<file path="config.mk">
export PLATFORM = sky130hd
export DESIGN_NAME = fetch_stage_flat
export DESIGN_NICKNAME = d
export VERILOG_FILES = /design/src/rtl/mips_pkg.sv /design/src/rtl/fetch_stage_if.sv /design/src/rtl/fetch_stage_ifid_reg.sv /design/src/rtl/fetch_stage.sv /design/src/flat_wrapper.sv
export SDC_FILE = /design/constraint.sdc
export NUM_CORES = 1
export LEC_CHECK = 0
export CAP_MARGIN = 30
export CORE_UTILIZATION = 40
export DETAILED_ROUTE_END_ITERATION = 8
export DONT_BUFFER_PORTS = 1
export PLACE_DENSITY_LB_ADDON = 0.12
export SKIP_CTS_REPAIR_TIMING = 1
export SYNTH_ARGS = -nofsm -noshare
export SYNTH_HDL_FRONTEND = slang
export SYNTH_HIERARCHICAL = 1
export SYNTH_SLANG_ARGS = --single-unit
</file>
<file path="constraint.sdc">
create_clock -name clk -period 4.78 [get_ports clk]
set_input_delay 0.478 -clock clk [delete_from_list [all_inputs] [get_ports clk]]
set_output_delay 0.478 -clock clk [all_outputs]
set_load 0.02 [all_outputs]
</file>
<file path="src/rtl/mips_pkg.sv">
// mips_pkg: constants and helpers shared by fetch, decode and hazard logic.
package mips_pkg;
    localparam logic [31:0] NOP_INSTR    = 32'h0000_0000;
    localparam logic [31:0] RESET_PC_DEF = 32'h0000_0000;

    function automatic logic [31:0] jump_target(input logic [31:0] pcplus4, input logic [31:0] instr);
        return {pcplus4[31:28], instr[25:0], 2'b00};
    endfunction
endpackage

</file>
<file path="src/rtl/fetch_stage_if.sv">
// fetch_stage_if: instruction-ROM, redirect and IF/ID signals between fetch and decode.
interface fetch_stage_if;
    logic [31:0] ImemAddr;
    logic [31:0] ImemRdata;
    logic        Stall;
    logic        PCSrcD;
    logic [31:0] PCBranchD;
    logic        JumpD;
    logic [31:0] InstrD;
    logic [31:0] PCPlus4D;
    logic        ValidD;
    logic [31:0] FetchCount;

    modport master (
        output ImemAddr, InstrD, PCPlus4D, ValidD, FetchCount,
        input  ImemRdata, Stall, PCSrcD, PCBranchD, JumpD
    );
    modport slave (
        input  ImemAddr, InstrD, PCPlus4D, ValidD, FetchCount,
        output ImemRdata, Stall, PCSrcD, PCBranchD, JumpD
    );
endinterface

</file>
<file path="src/rtl/fetch_stage_ifid_reg.sv">
// ifid_reg: IF/ID pipeline register with hold enable, bubble clear and async active-low reset.
module ifid_reg
    import mips_pkg::*;
(
    input  logic        clk,
    input  logic        reset,
    input  logic        en_i,
    input  logic        clr_i,
    input  logic [31:0] instr_i,
    input  logic [31:0] pcplus4_i,
    output logic [31:0] instr_o,
    output logic [31:0] pcplus4_o,
    output logic        valid_o
);
    logic [31:0] instr_q, instr_d, pcplus4_q, pcplus4_d;
    logic        valid_q, valid_d;

    // Hold beats clear, so a redirect seen during a stall is not lost.
    always_comb begin
        instr_d   = !en_i ? instr_q   : clr_i ? NOP_INSTR : instr_i;
        pcplus4_d = !en_i ? pcplus4_q : clr_i ? '0        : pcplus4_i;
        valid_d   = !en_i ? valid_q   : !clr_i;
    end

    always_ff @(posedge clk or negedge reset) begin
        if (!reset) begin
            instr_q   <= NOP_INSTR;
            pcplus4_q <= '0;
            valid_q   <= 1'b0;
        end else begin
            instr_q   <= instr_d;
            pcplus4_q <= pcplus4_d;
            valid_q   <= valid_d;
        end
    end

    assign instr_o   = instr_q;
    assign pcplus4_o = pcplus4_q;
    assign valid_o   = valid_q;
endmodule

</file>
<file path="src/rtl/fetch_stage.sv">
// fetch_stage: PC register, next-PC selection and IF/ID capture for mips_pipeline.
module fetch_stage
    import mips_pkg::*;
#(
    parameter logic [31:0] RESET_PC = RESET_PC_DEF
) (
    input  logic          clk,
    input  logic          reset,
    fetch_stage_if.master bus
);
    logic [31:0] pc_q, pc_d, cnt_q, cnt_d, pc_plus4, instr_q, pcplus4_q;
    logic        valid_q, redirect;

    // Redirect requests only count when IF/ID holds a real instruction.
    always_comb begin
        pc_plus4 = pc_q + 32'd4;
        redirect = valid_q & (bus.PCSrcD | bus.JumpD);
        pc_d     = bus.Stall ? pc_q
                 : redirect  ? (bus.PCSrcD ? bus.PCBranchD : jump_target(pcplus4_q, instr_q))
                 : pc_plus4;
        cnt_d    = (bus.Stall | redirect) ? cnt_q : cnt_q + 32'd1;
    end

    always_ff @(posedge clk or negedge reset) begin
        if (!reset) begin
            pc_q  <= RESET_PC;
            cnt_q <= '0;
        end else begin
            pc_q  <= pc_d;
            cnt_q <= cnt_d;
        end
    end

    ifid_reg u_ifid (
        .clk       (clk),
        .reset     (reset),
        .en_i      (~bus.Stall),
        .clr_i     (redirect),
        .instr_i   (bus.ImemRdata),
        .pcplus4_i (pc_plus4),
        .instr_o   (instr_q),
        .pcplus4_o (pcplus4_q),
        .valid_o   (valid_q)
    );

    assign bus.ImemAddr   = pc_q;
    assign bus.InstrD     = instr_q;
    assign bus.PCPlus4D   = pcplus4_q;
    assign bus.ValidD     = valid_q;
    assign bus.FetchCount = cnt_q;
endmodule
</file>
<file path="src/flat_wrapper.sv">
// flat-port wrapper written by rule: the top's interface ports become plain ports
module fetch_stage_flat import mips_pkg::*;
#(
    parameter logic [31:0] RESET_PC = RESET_PC_DEF
)
  (clk, reset, bus_ImemAddr, bus_InstrD, bus_PCPlus4D, bus_ValidD, bus_FetchCount, bus_ImemRdata, bus_Stall, bus_PCSrcD, bus_PCBranchD, bus_JumpD);
  fetch_stage_if bus_i ();
  input  logic clk;
  input  logic reset;
  output wire logic [$bits(bus_i.ImemAddr)-1:0] bus_ImemAddr;
  output wire logic [$bits(bus_i.InstrD)-1:0] bus_InstrD;
  output wire logic [$bits(bus_i.PCPlus4D)-1:0] bus_PCPlus4D;
  output wire logic [$bits(bus_i.ValidD)-1:0] bus_ValidD;
  output wire logic [$bits(bus_i.FetchCount)-1:0] bus_FetchCount;
  input wire logic [$bits(bus_i.ImemRdata)-1:0] bus_ImemRdata;
  input wire logic [$bits(bus_i.Stall)-1:0] bus_Stall;
  input wire logic [$bits(bus_i.PCSrcD)-1:0] bus_PCSrcD;
  input wire logic [$bits(bus_i.PCBranchD)-1:0] bus_PCBranchD;
  input wire logic [$bits(bus_i.JumpD)-1:0] bus_JumpD;
  assign bus_ImemAddr = bus_i.ImemAddr;
  assign bus_InstrD = bus_i.InstrD;
  assign bus_PCPlus4D = bus_i.PCPlus4D;
  assign bus_ValidD = bus_i.ValidD;
  assign bus_FetchCount = bus_i.FetchCount;
  assign bus_i.ImemRdata = bus_ImemRdata;
  assign bus_i.Stall = bus_Stall;
  assign bus_i.PCSrcD = bus_PCSrcD;
  assign bus_i.PCBranchD = bus_PCBranchD;
  assign bus_i.JumpD = bus_JumpD;
  fetch_stage #(.RESET_PC(RESET_PC)) u_core (.clk(clk), .reset(reset), .bus(bus_i));
endmodule
</file>
==> run metrics <==
run status finished clean; WP data arrival 2.70 ns; Vias 5220; Starting DRT DRC Count 358; MaxCap Viol Count 0; DP Cell Count 892; Top FF cell, synth dfrtp_1; routed vias/inst 5.64; antenna violations before repair 0; Fin. Hold Viols 0; Seq. cell area 3230 sq um; DP Area 6930 sq um; Finished Layout Cells 925; clk_skew 0.00714 ns; GRT Util Overall 22.1%; layout cells sized above 1 9.36%; area taken by multi-input logic gates 3140 sq um; reg2reg start u_core/bus.ImemAddr[3]; Max-slew headroom 49.5%; Routed Antenna Nets 0; Tmin final 2.41 ns; Final period util 50.3%; htree depth 4; CTS root buf clkbuf_16; yosys warns 6; required time of the critical path 5.08 ns; CTS buffer count 17; startpoint types register; Clock transition at path regs 0.06 ns; Die Wd 133 microns; Die ar. 17800 sq um; Inserted Diodes 0; critical path's slowest cell or4_4; # IOs 198; number of global-route vias before repair 5029; Row Count 47; HPWL Detailed 13.3 mm; worst slew pin tran 0.758 ns; Worst-Skew Late Latency 0.42 ns; CP Buf/Inv Count 1; R2R setup slack 2.37 ns; Final Net Count 763; sequential area share after synthesis 46.8%; Crit path largest cell delay 0.58 ns; Port Buffer Count 0; endpoint class of the critical path register; clk buf depth 2; Filler Cells Inserted 1661; Residual DRC 0; fmax 416 MHz; Initial Utilization 41.3%; final WL 19.2 mm; Setup Crit Path Kind register to register; Post-Syn Nets 791; setup TNS 0 ns; syn_area_per_cell 9.57 sq um; r2r worst-path depth 6; async set-reset flop share out of synthesis 100%; fin area 7590 sq um; Synth Area in Compound Gates 13.0%; CTS tree built; aggregate global routing overflow 0; P_leak 3.22 nW; first-pass GRT wire length 29.9 mm; HP Class primary input to asynchronous set/reset pin; Final setup violation count 0; Reg2Reg Capture Point u_core/bus.ImemAddr[24]; Final Wtd Congestion 0.851; Die Y-Extent 133 microns; Synth Instances 720; Synth Area in Simple Gates 20.4%; Distinct cells, synth 51; VDD IR max 290 uV; RSZ-0062 raised after global routing false; EDFF count, synth 0; largest family of logic cells by synthesized area simple AND/OR/NAND/NOR gates; Mapped Area 6890 sq um; CP Cell Sequence ha_1, inv_1, or4_4, nor3_1, a31oi_1, o22a_1; crit-path max FO 6; multiplexer share of the synthesized area 4.12%; Pwr Density 572 nW/um^2; Post-Synth Adder-Cell Area 0.363%; core footprint 16700 sq um; synthesis-stage register bit count 129; Final Max Tran Viols 0; First-pass DRT Iterations 5; WL/cell 20.7 microns; CP top delay family simple AND/OR/NAND/NOR gates; clk sinks 129; post-synthesis xor/xnor area fraction 7.50%; pin count of the biggest net entering global routing 130; Layout area overhead 10.2%
through the flow:
step	total power, mW	setup slack, ns	util, %	hold WS [ns]
2_1_floorplan	2.67	2.66	-	0.182
3_3_place_gp	2.92	2.39	41.5	0.186
3_5_place_dp	2.94	2.31	41.5	0.187
4_1_cts	4.36	2.37	45.3	-0.261
5_1_grt	4.58	2.24	45.5	0.0937
6_report	4.35	2.37	45.5	0.0233
area by class of cell:
cell class,instances,area share [%]
clock inverter,12,2.37
inverter,71,3.54
multi-input combinational,469,41.3
clock buffer,20,6.01
tap,220,3.62
timing repair buffer,4,0.659
sequential,129,42.5
synth_stat cells (12+ instances only):
master	instances	share of area, %
nand2_1	44	2.4
buf_1	12	0.65
buf_2	12	0.87
nor2_1	14	0.76
mux2i_1	16	2.3
xor2_1	18	2.3
inv_1	70	3.8
nand4_1	15	1.4
nand3b_1	65	7.1
a21oi_1	20	1.5
xnor2_1	41	5.2
nand3_1	41	3.0
o21ai_0	56	4.1
dfrtp_1	129	47
registers in the layout (all words and copies together) (netlist names):
name	cells
u_core/bus.FetchCount	32
u_core/bus.ImemAddr	32
u_core/u_ifid/instr_o	32
u_core/u_ifid/pcplus4_o	32
u_core/u_ifid/valid_o	1
how the worst max path moves through the flow:
stage / start / end / slack [ns] / cells after the start
detailed placement: bus_Stall / u_core/bus.FetchCount[26] / 2.31 / 5
global placement: bus_Stall / u_core/bus.FetchCount[18] / 2.39 / 5
floorplan: u_core/bus.ImemAddr[3] / u_core/bus.ImemAddr[24] / 2.66 / 6
global route: u_core/bus.ImemAddr[3] / u_core/u_ifid/pcplus4_o[24] / 2.24 / 7
finish: u_core/bus.ImemAddr[3] / u_core/bus.ImemAddr[24] / 2.37 / 6
CTS: u_core/bus.ImemAddr[3] / u_core/bus.ImemAddr[24] / 2.37 / 6
layout by cell type (no fill, tap or decap), drive strengths merged, types with 11 or more instances in the layout:
cell type  count
nand3b        65
nand3         41
nor2          15
dfrtp        129
a21oi         20
mux2i         16
mux2          11
clkbuf        20
nand2         44
xor2          18
o21ai         77
inv           73
nand4         16
nor3          13
xnor2         41
routing by layer:
layer  routed length [microns]  global-route usage [%]  vias up
met5                         0                       0        -
met4                       397                    8.14        0
met3                      1550                    7.61       28
met2                      8730                    33.0      201
met1                      8510                    29.7     2531
li1                          -                       -     2460
cells by family (layout without fill, tap and decap cells):
group	after synthesis	in the layout
flip-flops	129	129
AND/OR/NAND/NOR	235	235
buffers and inverters	122	107
multiplexers	27	27
XOR/XNOR	59	59
adder cells (fa/ha/maj)	2	2
AO/OA/AOI/OAI	146	146
report_power, final:
group          switching, mW  internal (mW)
sequential             0.758           1.35
combinational          0.456          0.378
clock                  0.500          0.903
Note: power is estimated with default switching activity, not from simulation.
